**config.mk**
```make
export PLATFORM = sky130hd
export DESIGN_NAME = dataflow_rx
export DESIGN_NICKNAME = d
export VERILOG_FILES = /design/src/rtl/dataflow_rx.sv
export SDC_FILE = /design/constraint.sdc
export NUM_CORES = 1
export LEC_CHECK = 0
export ABC_AREA = 0
export BUFFER_PORTS_ARGS = -buffer_cell sky130_fd_sc_hd__buf_2
export CAP_MARGIN = 30
export CORE_MARGIN = 2
export CORE_UTILIZATION = 51
export DETAILED_ROUTE_END_ITERATION = 10
export PLACE_DENSITY_LB_ADDON = 0.15
export SLEW_MARGIN = 20
export SYNTH_ARGS = -nofsm -noshare
export SYNTH_HDL_FRONTEND = slang
export SYNTH_SLANG_ARGS = --single-unit
```
**constraint.sdc**
```tcl
create_clock -name clk -period 3.3 [get_ports clk]
set_input_delay 0 -clock clk [delete_from_list [all_inputs] [get_ports clk]]
set_output_delay 0 -clock clk [all_outputs]
set_load 0.005 [all_outputs]
```
**src/rtl/dataflow_rx.sv**
```systemverilog
// dataflow_rx: UART-style serial receiver. It consumes the idle-high line of the
// upstream Tx stage and deframes it into a parallel word.
//
// Frame: start(0), n data bits LSB first, one parity bit, stop(1).
//
// Parameters
//   n                     data bits per frame
//   parity_type_even_odd  0: even (parity bit = ^data), 1: odd (~^data)
//   CLKS_PER_BIT          clk cycles per serial bit (>= 1)
//
// Ports
//   clk            rising-edge clock
//   rst_n          asynchronous active-low reset
//   Rx             serial line, idle high
//   D              last received data word (holds until the next valid)
//   valid          1-cycle pulse: frame complete, D and flags updated
//   parity_error   parity mismatch in the last frame
//   framing_error  stop bit sampled low in the last frame
//   busy           high whenever the receiver is not idle
//
// Build option
//   RX_SYNC_EN  when defined, Rx passes through a 2-flop synchronizer (reset to
//               1) before the FSM, adding 2 cycles to every latency. Leave it
//               undefined for a same-clock connection to the Tx stage.
module dataflow_rx #(
  parameter int   n                    = 8,
  parameter logic parity_type_even_odd = 1'b0,
  parameter int   CLKS_PER_BIT         = 1
) (
  input  logic         clk,
  input  logic         rst_n,
  input  logic         Rx,
  output logic [n-1:0] D,
  output logic         valid,
  output logic         parity_error,
  output logic         framing_error,
  output logic         busy
);

  localparam int BIT_W  = (n > 1) ? $clog2(n) : 1;
  localparam int BAUD_W = $clog2(CLKS_PER_BIT + 1);
  localparam int HALF   = CLKS_PER_BIT / 2;

  localparam logic [BAUD_W-1:0] LAST_TICK = BAUD_W'(CLKS_PER_BIT - 1);
  localparam logic [BAUD_W-1:0] HALF_TICK = BAUD_W'((HALF > 0) ? HALF - 1 : 0);
  localparam logic [BIT_W-1:0]  LAST_BIT  = BIT_W'(n - 1);

  typedef enum logic [2:0] {
    IDLE,
    START,
    DATA,
    PARITY,
    STOP,
    BREAK
  } state_t;

  state_t              state;
  logic [BAUD_W-1:0]   baud_cnt;
  logic [BIT_W-1:0]    bit_cnt;
  logic [n-1:0]        shreg;
  logic                par_err_q;
  logic                rx_s;
  logic                tick;

  function automatic logic expected_parity(input logic [n-1:0] data);
    return parity_type_even_odd ? ~^data : ^data;
  endfunction

  // New bit enters at the MSB so that after n shifts the first (LSB) bit sits at bit 0.
  function automatic logic [n-1:0] shift_in(input logic [n-1:0] sr, input logic b);
    logic [n:0] wide;
    wide = {b, sr} >> 1;
    return wide[n-1:0];
  endfunction

  // ---- Stage: line input (optional resynchronisation) ----
`ifdef RX_SYNC_EN
  logic [1:0] rx_sync;

  always_ff @(posedge clk or negedge rst_n) begin
    if (!rst_n) begin
      rx_sync <= 2'b11;
    end else begin
      rx_sync <= {rx_sync[0], Rx};
    end
  end

  assign rx_s = rx_sync[1];
`else
  assign rx_s = Rx;
`endif

  // Bit-centre sample point; at CLKS_PER_BIT==1 every cycle is a sample.
  assign tick = (baud_cnt == LAST_TICK);

  // ---- Stage: deframing FSM and output registers ----
  always_ff @(posedge clk or negedge rst_n) begin
    if (!rst_n) begin
      state         <= IDLE;
      baud_cnt      <= '0;
      bit_cnt       <= '0;
      D             <= '0;
      valid         <= 1'b0;
      parity_error  <= 1'b0;
      framing_error <= 1'b0;
    end else begin
      valid <= 1'b0;
      case (state)
        IDLE: begin
          baud_cnt <= '0;
          bit_cnt  <= '0;
          if (!rx_s) begin
            // With one clock per bit the detecting edge already is the start-bit sample.
            state <= (CLKS_PER_BIT > 1) ? START : DATA;
          end
        end
        START: begin
          if (baud_cnt == HALF_TICK) begin
            baud_cnt <= '0;
            bit_cnt  <= '0;
            state    <= rx_s ? IDLE : DATA;
          end else begin
            baud_cnt <= baud_cnt + BAUD_W'(1);
          end
        end
        DATA: begin
          if (tick) begin
            baud_cnt <= '0;
            if (bit_cnt == LAST_BIT) begin
              bit_cnt <= '0;
              state   <= PARITY;
            end else begin
              bit_cnt <= bit_cnt + BIT_W'(1);
            end
          end else begin
            baud_cnt <= baud_cnt + BAUD_W'(1);
          end
        end
        PARITY: begin
          if (tick) begin
            baud_cnt <= '0;
            state    <= STOP;
          end else begin
            baud_cnt <= baud_cnt + BAUD_W'(1);
          end
        end
        STOP: begin
          if (tick) begin
            baud_cnt      <= '0;
            D             <= shreg;
            parity_error  <= par_err_q;
            framing_error <= ~rx_s;
            valid         <= 1'b1;
            // A low stop bit means the line may be held in break; wait for it to rise.
            state         <= rx_s ? IDLE : BREAK;
          end else begin
            baud_cnt <= baud_cnt + BAUD_W'(1);
          end
        end
        BREAK: begin
          baud_cnt <= '0;
          if (rx_s) begin
            state <= IDLE;
          end
        end
        default: begin
          state <= IDLE;
        end
      endcase
    end
  end

  // ---- Stage: data shift register and parity capture (no reset needed) ----
  always_ff @(posedge clk) begin
    if (state == DATA && tick) begin
      shreg <= shift_in(shreg, rx_s);
    end
    if (state == PARITY && tick) begin
      par_err_q <= (rx_s != expected_parity(shreg));
    end
  end

  assign busy = (state != IDLE);

endmodule

```
==> flow_summary.ini, run 1 <==
[setup_path]
max_stage_delay_ns = 0.50
crit_path_end_kind = register
slowest_stage = dfrtp_1
cp_max_fo = 10
crit_chain = nor3b_2, buf_4, mux2_4
cp.required_ns = 3.50
critPathKind = reg2reg
cpLargestDelayFamily = flip-flops
start_kind = register
crit_buf_inv = 1
arrival_ns = 1.82

[detailed_routing]
drc = 0
avgViaCountPerCell = 4.99
drt_pass1_iterations = 4
routed_wl_um = 1500
drtIter0Drc = 8
num_vias = 564
routedWlPerCell_um = 13.3
ant_nets = 0

[cells_and_area]
fin_nets = 92
drive_gt1_frac = 0.326
n_fill_cell = 156
fin_util = 0.617
area_delta_synth_final_pct = 12.3
diodes = 0
final_cell_mix = dfrtp_1, buf_2, edfxtp_1
final_common_cell = dfrtp_1

[job]
cap_violations = 0

[synthesis]
ys_warn_count = 0
syn_inst = 68
syn-num-nets = 73
syn_area_per_cell_sq_um = 16.0
ys_types = 23
ys_seq_area_frac = 0.639
syn_area_sq_um = 1090
ys_ff_latch = 26

[clock_network]
h-tree-depth = 1
clk_pin_slew_worst_paths_ns = 0.13
clk_latency_ns = 0.31
cts_tree = done
clock_tree.buffer_depth = 2
cts.sinks = 26
cts_root_buf = clkbuf_4
post_cts_resized = 0
numCtsBuffers = 3

[die]
die_w_um = 50.2
design.core.area_sq_um = 1980
die_area_sq_um = 2520
placement_rows = 16
pin_count = 15
initial_core_util = 0.549
die_h_um = 50.2

[sta]
skew_ns = 0.00460
worst-slew-pin-transition_ns = 0.611
slew_viol_final = 0
setup-tns-final_ns = 0
setup_violations = 0
fin_crit_sh = 0.489
period_needed_ns = 1.61
relSlewSlack = 0.591
rsz0062_at_grt = no
fmax_mhz = 620
hold_viol = 0

[pwr]
ir_drop_mv = 0.461
leakage_nw = 0.579
powerDensity_nw_per_um2 = 972

[placed_design]
gp_congestion = 0.772
numPortBuffers = 14
hpwl_um = 1110

[global_routing]
antenna_found_initial = 0
grt_use_total = 0.148
grt-ovfl-total = 0
grt_pass1_vias = 571
grt_max_degree = 18
grt_pass1_wl_um = 2710

[hold_path]
hold_path.class = in2async

[status]
status = complete, no violations
where the power goes:
group	switching [mW]	leakage, nW	internal, mW
registers	0.106	0.311	0.512
clock network	0.0833	0.0150	0.0471
logic	0.159	0.253	0.281
final timing paths:
check	to	from	slack, ns	cells after the start
max	D[7]	state[2]	1.69	3
min	D[3]	rst_n	0.12	2
max reg2reg	D[7]	state[2]	1.69	3
min reg2reg	parity_error	par_err_q	0.50	1
max in group asynchronous	state[0]	rst_n	2.91	2
min in group clk	framing_error	Rx	0.46	3
final cells by class:
type / count / area, sq um / area share
inverters: 2 / 7.51 / 0.00614
repair buffers: 17 / 97.6 / 0.0798
multi-input cells: 37 / 362 / 0.296
well taps: 27 / 33.8 / 0.0276
clock buffers: 4 / 26.3 / 0.0215
flip-flops and latches: 26 / 696 / 0.569
registers in the layout (all words and copies together) (netlist names):
signal         cells
D                  8
par_err_q          1
parity_error       1
bit_cnt            3
valid              1
state              3
framing_error      1
shreg              8
metrics by stage:
| step | cells | cell area, sq um | setup WS (ns) | hold WS (ns) | power (mW) |
|---|---|---|---|---|---|
| 2_1_floorplan | 68 | 1090 | 1.86 | -0.296 | 0.943 |
| 3_3_place_gp | 107 | 1180 | 1.73 | -0.0675 | 1.06 |
| 3_5_place_dp | 107 | 1180 | 1.70 | -0.0634 | 1.07 |
| 4_1_cts | 113 | 1220 | 1.68 | 0.120 | 1.21 |
| 5_1_grt | 113 | 1220 | 1.57 | 0.142 | 1.28 |
| 6_report | 113 | 1220 | 1.69 | 0.121 | 1.19 |
timing repair:
action / in CTS / in global routing
hold buffers: 2 / 0
endpoints found under the setup margin: 0 / 0
setup buffers: 0 / 0
hold endpoints to repair: 19 / 0
cells by family after synthesis:
logic type               after synthesis  share of synthesized area
adder cells (fa/ha/maj)                2                     0.0230
flip-flops                            26                      0.639
multiplexers                          10                      0.130
XOR/XNOR                               7                     0.0690
AO/OA/AOI/OAI                          9                     0.0644
AND/OR/NAND/NOR                        9                     0.0460
buffers and inverters                  5                     0.0287
cell usage after synthesis:
cell type / count / area share
buf_4: 1 / 0.0069
inv_1: 2 / 0.0069
edfxtp_1: 9 / 0.25
a22o_1: 5 / 0.040
nor2_1: 5 / 0.017
nand2b_1: 1 / 0.0058
mux2i_1: 1 / 0.0092
and2_0: 1 / 0.0058
buf_2: 1 / 0.0046
mux2_2: 1 / 0.010
o21ai_0: 1 / 0.0046
nor3b_2: 1 / 0.011
o41ai_1: 1 / 0.0080
or3_1: 1 / 0.0058
mux2_4: 8 / 0.11
ha_1: 2 / 0.023
xnor3_1: 1 / 0.021
a21o_1: 1 / 0.0069
xor2_1: 1 / 0.0080
xnor2_1: 5 / 0.040
dfrtp_1: 17 / 0.39
a21oi_1: 1 / 0.0046
buf_6: 1 / 0.010
layer usage:
| layer | global-route usage | share of wire |
|---|---|---|
| met3 | 0.0327 | 0.047 |
| met5 | 0 | 0 |
| met2 | 0.221 | 0.44 |
| met1 | 0.200 | 0.50 |
| met4 | 0.0833 | 0.019 |
Power figures use the tool's default switching activity.
==> run 2: changes to the inputs <==
- ABC_AREA: 0 -> 1
- CORE_ASPECT_RATIO: unset -> 0.6
- CORE_UTILIZATION: 51 -> 50
- clock period: 3.3 -> 1.45 ns (I/O delays scaled with it)
==> run 2 against run 1 <==
  * Global-route usage up 2.0 points
  * Sequential power up 130%
  * Utilization rose by 1.1 points
==> flow_summary.ini, run 2 <==
[pwr]
leakage_nw = 0.707
comb_power_share = 0.405
p_sw_frac = 0.371
ir_drop_mv = 1.28
total_power_mw = 3.44
pwr-share-clk = 0.175
p_switching_mw = 1.28
p_int_mw = 2.17
pwr-share-seq = 0.420
powerDensity_nw_per_um2 = 2520

[cells_and_area]
final_cell_mix = nand2_1, dfrtp_1, inv_1
fin_nets = 144
drive_gt1_frac = 0.217
largestRegisters = D: 8 flops, shreg: 8 flops
diodes = 0
n_fill_cell = 191
fin_area_sq_um = 1370
area_delta_synth_final_pct = 18.7
fin_util = 0.627
final_common_cell = nand2_1

[placed_design]
numPortBuffers = 14
gp_congestion = 0.677
hpwl_um = 1330
place_area_sq_um = 1270
post-place-ws_ns = 0.135

[global_routing]
antenna_found_initial = 0
grt_use_total = 0.168
grt_pass1_wl_um = 3100
grt-ovfl-total = 0
grt_pass1_vias = 653
grt_max_degree = 18

[synthesis]
ys_seq_area_frac = 0.604
syn-num-nets = 122
synthTopCellsByCount = nand2_1, dfrtp_1, inv_1
synthTopCellsByArea = dfrtp_1, edfxtp_1, nand2_1
async_flop_share = 0.654
ys_ff_latch = 26
synth_top_cell_by_area = dfrtp_1
synth_top_area_share = 0.369
syn_area_per_cell_sq_um = 9.85
syn_inst = 117
ys.flop_type = dfrtp_1
synth_most_common_cell = nand2_1
syn_area_sq_um = 1150
synth_edf_count = 9
ys_warn_count = 0
ys_types = 20

[setup_path]
cp.required_ns = 1.63
crit_path_end_kind = register
critPathKind = reg2reg
rrSetupSlack_ns = 0.14
r2r-start = state[2]
ff2ff_path_depth = 8
arrival_ns = 1.49
timing.rr.end = state[1]
cp_max_fo = 4
start_kind = register

[status]
status = complete, no violations

[detailed_routing]
ant_nets = 0
avgViaCountPerCell = 4.60
drt_pass1_iterations = 6
drtIter0Drc = 21
routed_wl_um = 1910
drc = 0
routedWlPerCell_um = 11.4
num_vias = 773

[sta]
slew_viol_final = 0
period_needed_ns = 1.31
fmax_mhz = 764
fin_crit_sh = 0.903
hold_viol = 0
rsz0062_at_grt = no
setup_violations = 0
relSlewSlack = 0.748
setup-tns-final_ns = 0
finalWorstSetupSlack_ns = 0.141
skew_ns = 0.00746
worst-slew-pin-transition_ns = 0.377

[die]
die_area_sq_um = 2720
die_w_um = 66.0
design.core.area_sq_um = 2180
die_h_um = 41.2
placement_rows = 13
pin_count = 15
initial_core_util = 0.529

[clock_network]
h-tree-depth = 1
numCtsBuffers = 3
cts_root_buf = clkbuf_8
cts.sinks = 26
cts_tree = done
clock_tree.buffer_depth = 2
clk_latency_ns = 0.28
clk_pin_slew_worst_paths_ns = 0.09

[job]
cap_violations = 0

[hold_path]
hold_path.class = in2async
run 2: cell count changes after synthesis, sizes merged, moves of 2 or more:
cell and change:
nand2 +46, inv +15, mux2 -9, o21ai +7, nand3 +6, xnor2 -4
a22o -3, nor2 -3, buf -2, nand4 +2
run 2: what timing repair did:
item / in CTS / in global routing
hold endpoints to repair: 18 / 0
setup buffers: 0 / 1
resized for setup: 0 / 1
hold buffers: 2 / 0
setup endpoints to repair: 0 / 1
run 2: layer usage:
metal / part of all wire / GRT usage / vias to the layer above
met3: 0.062 / 0.0577 / 4
li1: - / - / 416
met4: 0.011 / 0.0765 / 0
met5: 0 / 0 / -
met1: 0.52 / 0.235 / 334
met2: 0.41 / 0.237 / 19
run 2: worst max-delay path by stage:
stage | start | end | cells after the start | slack (ns)
2_1_floorplan | state[2] | state[1] | 8 | 0.18
3_3_place_gp | state[0] | state[0] | 3 | 0.20
3_5_place_dp | state[2] | state[1] | 8 | 0.14
4_1_cts | state[2] | state[1] | 8 | 0.12
5_1_grt | state[2] | state[1] | 8 | 0.002
6_report | state[2] | state[1] | 8 | 0.14
run 2: final cells by class:
class                           instances  area (sq um)  share of cell area
Clock inverter                          1          30.0              0.0220
Timing Repair Buffer                   18           118              0.0860
Sequential cell                        26           696               0.509
Tap cell                               30          37.5              0.0274
Inverter                               17          66.3              0.0485
Clock buffer                            3          41.3              0.0302
Multi-Input combinational cell         73           379               0.277
run 2: critical path, stage by stage, from the launching register on:
cell	delay, ns
dfrtp_1	0.42
inv_2	0.11
nand2_1	0.11
nor2_4	0.18
nand2_1	0.11
o21ai_1	0.13
inv_1	0.06
nand3_1	0.06
nand2_1	0.05
run 2: kinds of logic (layout without fill, tap and decap cells):
group                    after synthesis  in the layout  synth area share
AND/OR/NAND/NOR                       58             58             0.220
flip-flops                            26             26             0.604
buffers and inverters                 18             39            0.0673
AO/OA/AOI/OAI                         12             12            0.0793
adder cells (fa/ha/maj)                2              2            0.0217
XOR/XNOR                               1              1           0.00760
run 2: metrics by stage:
stage                     hold WS, ns  cells
after detailed placement      -0.0487    161
after global routing            0.200    168
after CTS                       0.177    167
final                           0.162    168
after floorplan                -0.296    117
after global placement        -0.0542    161
run 2: power groups by stage:
stage / combinational, mW / clock, mW / sequential [mW]
4_1_cts: 1.35 / 0.617 / 1.45
6_report: 1.39 / 0.604 / 1.44
3_3_place_gp: 1.32 / 0 / 1.44
5_1_grt: 1.59 / 0.646 / 1.50
2_1_floorplan: 0.915 / 0 / 1.44
3_5_place_dp: 1.34 / 0 / 1.46
==> run 3: changes to the inputs <==
- CAP_MARGIN: 30 -> 5
- CORE_MARGIN: 2 -> unset
- clock period: 1.45 -> 1.2 ns (I/O delays scaled with it)
==> run 3 against run 2 <==
  * Clock skew fell by 0.0052 ns
  * First-iteration DRC count rose by 140%
  * Non-clock buffer count rose by 17
  * Die area fell by 7.7%
  * Sequential share of layout area fell by 7.0 points
  * Highest routed layer unchanged
  * Register-to-register slack got worse by 0.19 ns
  * Hold slack got worse by 0.0012 ns
  * Clock power rose by 6.8%
  * Critical path type unchanged
  * Cell count rose by 11%
  * Critical path depth did not move
  * The run now ends with negative setup slack left
==> flow_summary.ini, run 3 (same netlist as run 2, synthesis figures left out) <==
[clock_network]
clk_latency_ns = 0.28
cts.sinks = 26
numCtsBuffers = 3
h-tree-depth = 1
cts_tree = done
cts_root_buf = clkbuf_8
clk_pin_slew_worst_paths_ns = 0.09
clock_tree.buffer_depth = 2

[detailed_routing]
dr_wl_met2_um = 1120
m1WireLength_um = 1170
drt_pass1_iterations = 4
avgViaCountPerCell = 4.92
top_layer = met4
routed_wl_um = 2480
drtIter0Drc = 51
ant_nets = 0
met3_wirelength_um = 96
routedWlPerCell_um = 13.3
num_vias = 916
drc = 0

[pwr]
pwr-share-seq = 0.368
p_sw_frac = 0.385
comb_power_share = 0.501
ir_drop_mv = 1.63
leakage_nw = 0.805
pwr-share-clk = 0.132
p_switching_mw = 1.89
powerDensity_nw_per_um2 = 3080
p_int_mw = 3.01

[status]
status = complete, but fails checks
violations = negative setup slack

[global_routing]
grt_max_degree = 18
grt_use_total = 0.212
antenna_found_initial = 0
grt_pass1_wl_um = 3620
grt_pass1_vias = 789
grt-ovfl-total = 0

[cells_and_area]
fin_nets = 162
diodes = 0
final_common_cell = nand2_1
final_cell_mix = nand2_1, dfrtp_1, buf_4
drive_gt1_frac = 0.429
largestRegisters = D: 8 flops, shreg: 8 flops
fin_util = 0.735
area_delta_synth_final_pct = 38.0

[sta]
worst-slew-pin-transition_ns = 0.377
period_needed_ns = 1.25
fin_crit_sh = 1.05
hold_viol = 0
relSlewSlack = 0.749
slew_viol_final = 0
skew_ns = 0.00223
fmax_mhz = 797
setup-tns-final_ns = -0.206
finalWorstSetupSlack_ns = -0.0540
rsz0062_at_grt = yes
setup_violations = 10

[die]
design.core.area_sq_um = 2160
die_w_um = 64.0
die_h_um = 39.2
initial_core_util = 0.533
pin_count = 15
placement_rows = 13
die_area_sq_um = 2510

[placed_design]
gp_congestion = 0.744
numPortBuffers = 14
hpwl_um = 1600

[setup_path]
critPathKind = reg2reg
cp_max_fo = 4
start_kind = register
arrival_ns = 1.30
cp.required_ns = 1.25
crit_path_end_kind = register

[hold_path]
hold_path.class = in2async

[job]
cap_violations = 0
[run 3: cell count changes in the layout (fill, tap and decap cells not counted), sizes merged]
cell | before | now
bufinv | 1 | 0
buf | 16 | 33
clkbuf | 3 | 4
clkinv | 0 | 1
[run 3: worst paths after layout]
kind / start / endpoint / slack (ns) / cells after the start
min in group clk: D[0] / D[0] / 0.47 / 2
max in group asynchronous: rst_n / state[1] / 0.75 / 2
worst max-delay path: shreg[2] / par_err_q / -0.05 / 8
worst min register to register: D[0] / D[0] / 0.47 / 2
worst max register to register: shreg[2] / par_err_q / -0.05 / 8
worst min-delay path: rst_n / state[0] / 0.16 / 2
[run 3: layout make-up]
cell class / instances / area [sq um]
multi-input combinational: 73 / 450
clock buffer: 4 / 66.3
fill: 151 / 573
timing repair buffer: 35 / 262
tap: 30 / 37.5
timing repair inverter: 1 / 6.26
inverter: 17 / 71.3
sequential: 26 / 697
[run 3: routing by layer]
layer | up-vias | track usage
met5 | - | 0
met4 | 0 | 0.148
met2 | 19 | 0.290
met1 | 431 | 0.283
met3 | 9 | 0.0735
li1 | 457 | -
[run 3: timing repair]
action                     in CTS  in global routing
resized for setup               9                 15
setup endpoints to repair      15                 14
hold endpoints to repair       18                  0
setup buffers                   2                  3
hold buffers                    2                  0
pin swaps                       6                  5
cloned                          0                  1
[run 3: metrics by stage]
step | hold slack, ns | power, mW | cell area [sq um] | cells | worst slack (ns)
global placement | -0.0650 | 3.70 | 1380 | 174 | -0.0544
global route | 0.197 | 5.26 | 1590 | 186 | -0.130
detailed placement | -0.0574 | 3.79 | 1380 | 174 | -0.0778
floorplan | -0.296 | 2.88 | 1160 | 117 | -0.0187
CTS | 0.164 | 4.59 | 1500 | 182 | -0.0123
finish | 0.160 | 4.90 | 1590 | 186 | -0.0540
[run 3: critical path, cell delays in order (launching register included)]
cell and delay [ns]:
edfxtp_1 0.45, inv_2 0.10, nand2_1 0.06, nand2_1 0.07, nand2_2 0.08, nand2_2 0.07
nand2_2 0.05, nand3_1 0.08, nand2_1 0.06
[run 3: power by group through the flow]
stage	sequential [mW]	combinational (mW)	clock, mW
after floorplan	1.74	1.14	0
after global placement	1.73	1.97	0
after detailed placement	1.76	2.03	0
after CTS	1.77	2.14	0.678
after global routing	1.84	2.72	0.703
final	1.80	2.45	0.645
